`src/rtl/aes_round_controller.sv`:
```
// Purpose : sequencing FSM for the AES-128 encryption datapath (key expansion, round steps, handoff).
// Latency : first INIT cycle to transformer_done = 1 + 4*(NUM_ROUNDS-1) + 3 cycles (40 at default).
// Backpr. : transformer_done is held in DONE until output_read; input_ready is ignored unless IDLE.
//
// Ports:
//   clk, rst_         clock and asynchronous active-low reset
//   input_ready       level, plaintext + key available        -> input_ack, key_start (1-cycle pulses)
//   key_done          level, round keys valid (KEYEXP only)
//   load_state        load plaintext into the state register (INIT)
//   round             current round-key index 0..NUM_ROUNDS
//   sub_en/shift_en/mix_en/ark_en   round transformer step enables, one per cycle
//   transformer_done  level, ciphertext valid; cleared after output_read in DONE
//   busy              high in every state except IDLE
module aes_round_controller #(
  parameter int NUM_ROUNDS = 10,
  parameter int ROUND_W    = 4
) (
  input  logic               clk,
  input  logic               rst_,
  input  logic               input_ready,
  output logic               input_ack,
  output logic               key_start,
  input  logic               key_done,
  output logic               load_state,
  output logic [ROUND_W-1:0] round,
  output logic               sub_en,
  output logic               shift_en,
  output logic               mix_en,
  output logic               ark_en,
  output logic               transformer_done,
  input  logic               output_read,
  output logic               busy
);

  localparam logic [ROUND_W-1:0] LAST_ROUND = ROUND_W'(NUM_ROUNDS);

  typedef enum logic [2:0] {
    IDLE, KEYEXP, INIT, SUB, SHIFT, MIX, ARK, DONE
  } state_t;

  state_t             state_q, state_d;
  logic [ROUND_W-1:0] round_d;
  logic               input_ack_d, key_start_d, load_state_d;
  logic               sub_en_d, shift_en_d, mix_en_d, ark_en_d;
  logic               done_d, busy_d;

  // State register; every output is a flop loaded from the decode of the
  // next state, so outputs always line up with the current state and no
  // input reaches an output without passing through a register.
  always_ff @(posedge clk or negedge rst_) begin
    if (!rst_) begin
      state_q          <= IDLE;
      round            <= '0;
      input_ack        <= 1'b0;
      key_start        <= 1'b0;
      load_state       <= 1'b0;
      sub_en           <= 1'b0;
      shift_en         <= 1'b0;
      mix_en           <= 1'b0;
      ark_en           <= 1'b0;
      transformer_done <= 1'b0;
      busy             <= 1'b0;
    end else begin
      state_q          <= state_d;
      round            <= round_d;
      input_ack        <= input_ack_d;
      key_start        <= key_start_d;
      load_state       <= load_state_d;
      sub_en           <= sub_en_d;
      shift_en         <= shift_en_d;
      mix_en           <= mix_en_d;
      ark_en           <= ark_en_d;
      transformer_done <= done_d;
      busy             <= busy_d;
    end
  end

  // Next-state and round-index logic.
  always_comb begin
    state_d = state_q;
    round_d = round;
    unique case (state_q)
      IDLE: begin
        if (input_ready) begin
          state_d = KEYEXP;
          round_d = '0;
        end
      end
      KEYEXP: if (key_done) state_d = INIT;
      INIT: begin
        state_d = SUB;
        round_d = ROUND_W'(1);
      end
      SUB:   state_d = SHIFT;
      // Final round has no MixColumns.
      SHIFT: state_d = (round == LAST_ROUND) ? ARK : MIX;
      MIX:   state_d = ARK;
      ARK: begin
        if (round < LAST_ROUND) begin
          state_d = SUB;
          round_d = round + ROUND_W'(1);
        end else begin
          state_d = DONE;
        end
      end
      DONE: begin
        // A simultaneous input_ready is not looked at here; it is
        // picked up from IDLE one cycle later.
        if (output_read) begin
          state_d = IDLE;
          round_d = '0;
        end
      end
      default: begin
        state_d = IDLE;
        round_d = '0;
      end
    endcase
  end

  // Output decode, registered above.
  always_comb begin
    input_ack_d  = (state_q == IDLE) && input_ready;
    key_start_d  = (state_q == IDLE) && input_ready;
    load_state_d = (state_d == INIT);
    sub_en_d     = (state_d == SUB);
    shift_en_d   = (state_d == SHIFT);
    mix_en_d     = (state_d == MIX);
    ark_en_d     = (state_d == INIT) || (state_d == ARK);
    done_d       = (state_d == DONE);
    busy_d       = (state_d != IDLE);
  end

endmodule

```
`config.mk`:
```
export PLATFORM = sky130hd
export DESIGN_NAME = aes_round_controller
export DESIGN_NICKNAME = d
export VERILOG_FILES = /design/src/rtl/aes_round_controller.sv
export SDC_FILE = /design/constraint.sdc
export NUM_CORES = 1
export LEC_CHECK = 0
export CORE_MARGIN = 5
export CORE_UTILIZATION = 42
export CTS_CLUSTER_DIAMETER = 30
export CTS_CLUSTER_SIZE = 30
export DETAILED_ROUTE_END_ITERATION = 10
export PLACE_DENSITY = 0.74
export SYNTH_ARGS = -nofsm -noshare
export SYNTH_HDL_FRONTEND = slang
export SYNTH_SLANG_ARGS = --single-unit
```
`constraint.sdc`:
```
create_clock -name clk -period 1.65 [get_ports clk]
set_clock_uncertainty 0.05 [all_clocks]
set_input_delay 0.33 -clock clk [delete_from_list [all_inputs] [get_ports clk]]
set_output_delay 0.33 -clock clk [all_outputs]
set_load 0.01 [all_outputs]
```
==> results.md <==
* Final cell count without fillers at 120
* Final global-route overflow total at 0
* Drt first pass iters at 4
* Startpoint-to-endpoint class of the critical path: reg2reg
* Number of global-route vias before repair at about 600
* Power density normalized to cell area at ~1600 nW/um^2
* GRT Max-Usage Layer: met2
* Wire length of the first global-routing pass at around 2600 microns
* Starting density of the core at 0.428
* Slew @ Worst Pin at ~0.23 ns
* Count of buffer and inverter cells on the critical path at 0
* HPWL Detailed at 1170 microns
* Number of sinks handled by clock tree synthesis at 15
* CTS root buf: sky130_fd_sc_hd__clkbuf_4
* Maximum vdd drop at slightly below 800 uV
* Count of max-cap constraint violations at 0
* Async set-reset flop share out of synthesis at 1.00
* Antenna diode instance count at 0
* Final net count at around 110
* Global-route met2 utilization at 0.225
* Leak pwr at 0.000474 uW
* Vias per cell at roughly 5.3
* Detailed Route WL at 1560 microns
* Site row count at 15
* P&R area growth vs syn at 43.4%
* Initial DRC count at 26
* Maximum number of pins on one net before global-route repair at 16
* Core ar. at 1670 sq um
* Initial antenna violation count at 0
* CP max-delay cell: sky130_fd_sc_hd__dfrtp_1
* Unique cell type count in the Yosys netlist at 25
* Area of the die at between 2000 and 3000 sq um
* Worst Setup SP: state_q[2]$_DFF_PN0_
* Maximum clock frequency at just over 600 MHz
* Critical path data required time at around 1.8 ns
* Number of placed instances, taps included at 114
* Filler cells at around 140
* WL per Instance at around 13 microns
* Hold crit path type: in2async
* CTS Buf Count at 3
* Arrival time reported for the critical path endpoint at 1.75 ns
* Top post-synthesis cells by area: sky130_fd_sc_hd__dfrtp_1, sky130_fd_sc_hd__nand2_1, sky130_fd_sc_hd__a21oi_1
* Worst slew margin at 0.848
* Post-synthesis instance area at 716 sq um
* Max-slew violation count at 0
* Average instance area after synthesis at between 10 and 15 sq um
* Number of endpoints with negative hold slack in the final report at 0
* Clock period minus worst slack at approximately 1.6 ns
* Cell class contributing the biggest share of worst-path delay: simple AND/OR/NAND/NOR gates
* Count of warnings emitted by yosys at 0
* Antenna-violating nets left at 0
* Depth of the critical timing path with buffers and inverters included at 4
* Met3 track demand over resource at 0.0292
* Maximum buffer depth of the clock tree at 2
* GR Layer Usage met1 at 0.162
* Length in cells of the worst reg-to-reg path at 4
* Post-synth EDFFs at 0
* Yosys top cell by area: sky130_fd_sc_hd__dfrtp_1
* Delay of the slowest critical-path stage at 0.47 ns
* Most instantiated flip-flop cell in the synthesis netlist: sky130_fd_sc_hd__dfrtp_1
* Unrepaired setup endpoints after global routing: yes
* Total number of vias at around 630
* Commonest cells post-synth: sky130_fd_sc_hd__dfrtp_1, sky130_fd_sc_hd__nand2_1, sky130_fd_sc_hd__nor2_1
* Port Buffer Count at 17
* TritonCTS clock tree: yes
* Clock insertion delay at the later pin of the skew report at 0.29 ns
* Horizontal extent of the die at between 50 and 60 microns
* Startpoint of the worst-slack reg-to-reg timing path: state_q[2]$_DFF_PN0_
* Yosys top cell area share at 0.524
* Worst-path maximum fanout at 6
* Cell count after synthesis at between 70 and 80
* Crit end category: flop
* Run status: completed
* Y dimension of the die at 51.3 microns
* Cells along the critical path: nand3b_1 > or3_4 > and2_4 > mux2_4
* Count of state elements after synthesis at 15
* Most frequently used cell type in the post-synthesis netlist: sky130_fd_sc_hd__dfrtp_1
* Total of hold buffers inserted after clock tree synthesis at 0
* Routability cong. at 0.766
* I/O pin total at 18
* Post-synthesis net count at ~80
* Share of final-layout standard cells stronger than drive strength 1 at 0.252
* Post-detailed-route DRC marker count at 0
* Finish-stage setup viols at 0
* Post-route fraction of the period consumed by the critical path at 0.984
* Gr usage total at 0.140
* Maximum level of the CTS H-tree at 1
* Sequential area share after synthesis at 0.524
* Crit start category: flop
* Clock slew at reported path FFs at 0.08 ns
* Final hold slack at roughly 0.30 ns
-- logic make-up after synthesis --
group | Yosys count | share of synthesized area
buffers and inverters | 8 | 0.0524
and+or+nand+nor | 29 | 0.217
DFF | 15 | 0.524
AOI/OAI and AO/OA | 16 | 0.150
muxes | 1 | 0.0210
adders and majority gates | 2 | 0.0350
-- final cells by class --
type	instances	area (sq um)	share of cell area
clock buffers	4	26.3	0.0256
inverters	4	15.0	0.0146
multi-input cells	48	307	0.299
flip-flops and latches	15	377	0.367
well taps	17	21.3	0.0207
repair buffers	32	280	0.273
-- worst paths after layout --
kind	endpoint	slack, ns
setup reg to reg	round[1]$_DFFE_PN0P_	0.03
max in group asynchronous	round[1]$_DFFE_PN0P_	1.07
setup / recovery	round[1]$_DFFE_PN0P_	0.03
min in group clk	round[0]$_DFFE_PN0P_	0.52
hold / removal	mix_en$_DFF_PN0_	0.30
hold reg to reg	round[0]$_DFFE_PN0P_	0.52
-- metal layers --
metal | up-vias | share of wire
met4 | 0 | 0.035
li1 | 308 | -
met3 | 5 | 0.049
met2 | 24 | 0.49
met5 | - | 0
met1 | 296 | 0.42
-- metrics by stage --
stage	area (sq um)	setup TNS, ns	total power [uW]	setup WS [ns]	util
2_1_floorplan	716	0	1020	0.0960	-
3_3_place_gp	982	-0.642	1400	-0.192	0.588
3_5_place_dp	982	-0.985	1420	-0.256	0.588
4_1_cts	1020	0	1640	0.0456	0.612
5_1_grt	1030	-0.00445	1750	-0.00445	0.614
6_report	1030	0	1630	0.0269	0.614
-- cells in the final DEF, fill, tap and decap left out, types with 2 or more instances in the layout --
cell,instances
sky130_fd_sc_hd__a31o_2,2
sky130_fd_sc_hd__nand2_1,7
sky130_fd_sc_hd__inv_1,4
sky130_fd_sc_hd__nor2_1,6
sky130_fd_sc_hd__a21oi_1,4
sky130_fd_sc_hd__or3_1,2
sky130_fd_sc_hd__o21ai_0,4
sky130_fd_sc_hd__ha_1,2
sky130_fd_sc_hd__nand2b_1,4
sky130_fd_sc_hd__clkbuf_4,3
sky130_fd_sc_hd__dlygate4sd2_1,2
sky130_fd_sc_hd__buf_4,15
sky130_fd_sc_hd__a31oi_1,2
sky130_fd_sc_hd__nand3_1,2
sky130_fd_sc_hd__nand3b_1,2
sky130_fd_sc_hd__dfrtp_1,14
sky130_fd_sc_hd__clkdlybuf4s50_1,15
-- state kept, by name, summed over array words and instances (netlist names) --
register and count:
ark_en 1, busy 1, key_start 1, load_state 1, mix_en 1, round 4, shift_en 1, state_q 3
sub_en 1, transformer_done 1
-- what timing repair did --
item                       in CTS  in global routing
setup endpoints to repair       4                  3
buffers inserted                2                  0
resized for setup               3                  2
-- report_power, final --
group	leakage [uW]	internal (uW)	switching, uW
sequential	0.000191	486	83.6
combinational	0.000268	458	397
clock	0.0000150	94.1	115
total	0.000474	1040	596
Note: power is estimated with default switching activity, not from simulation.
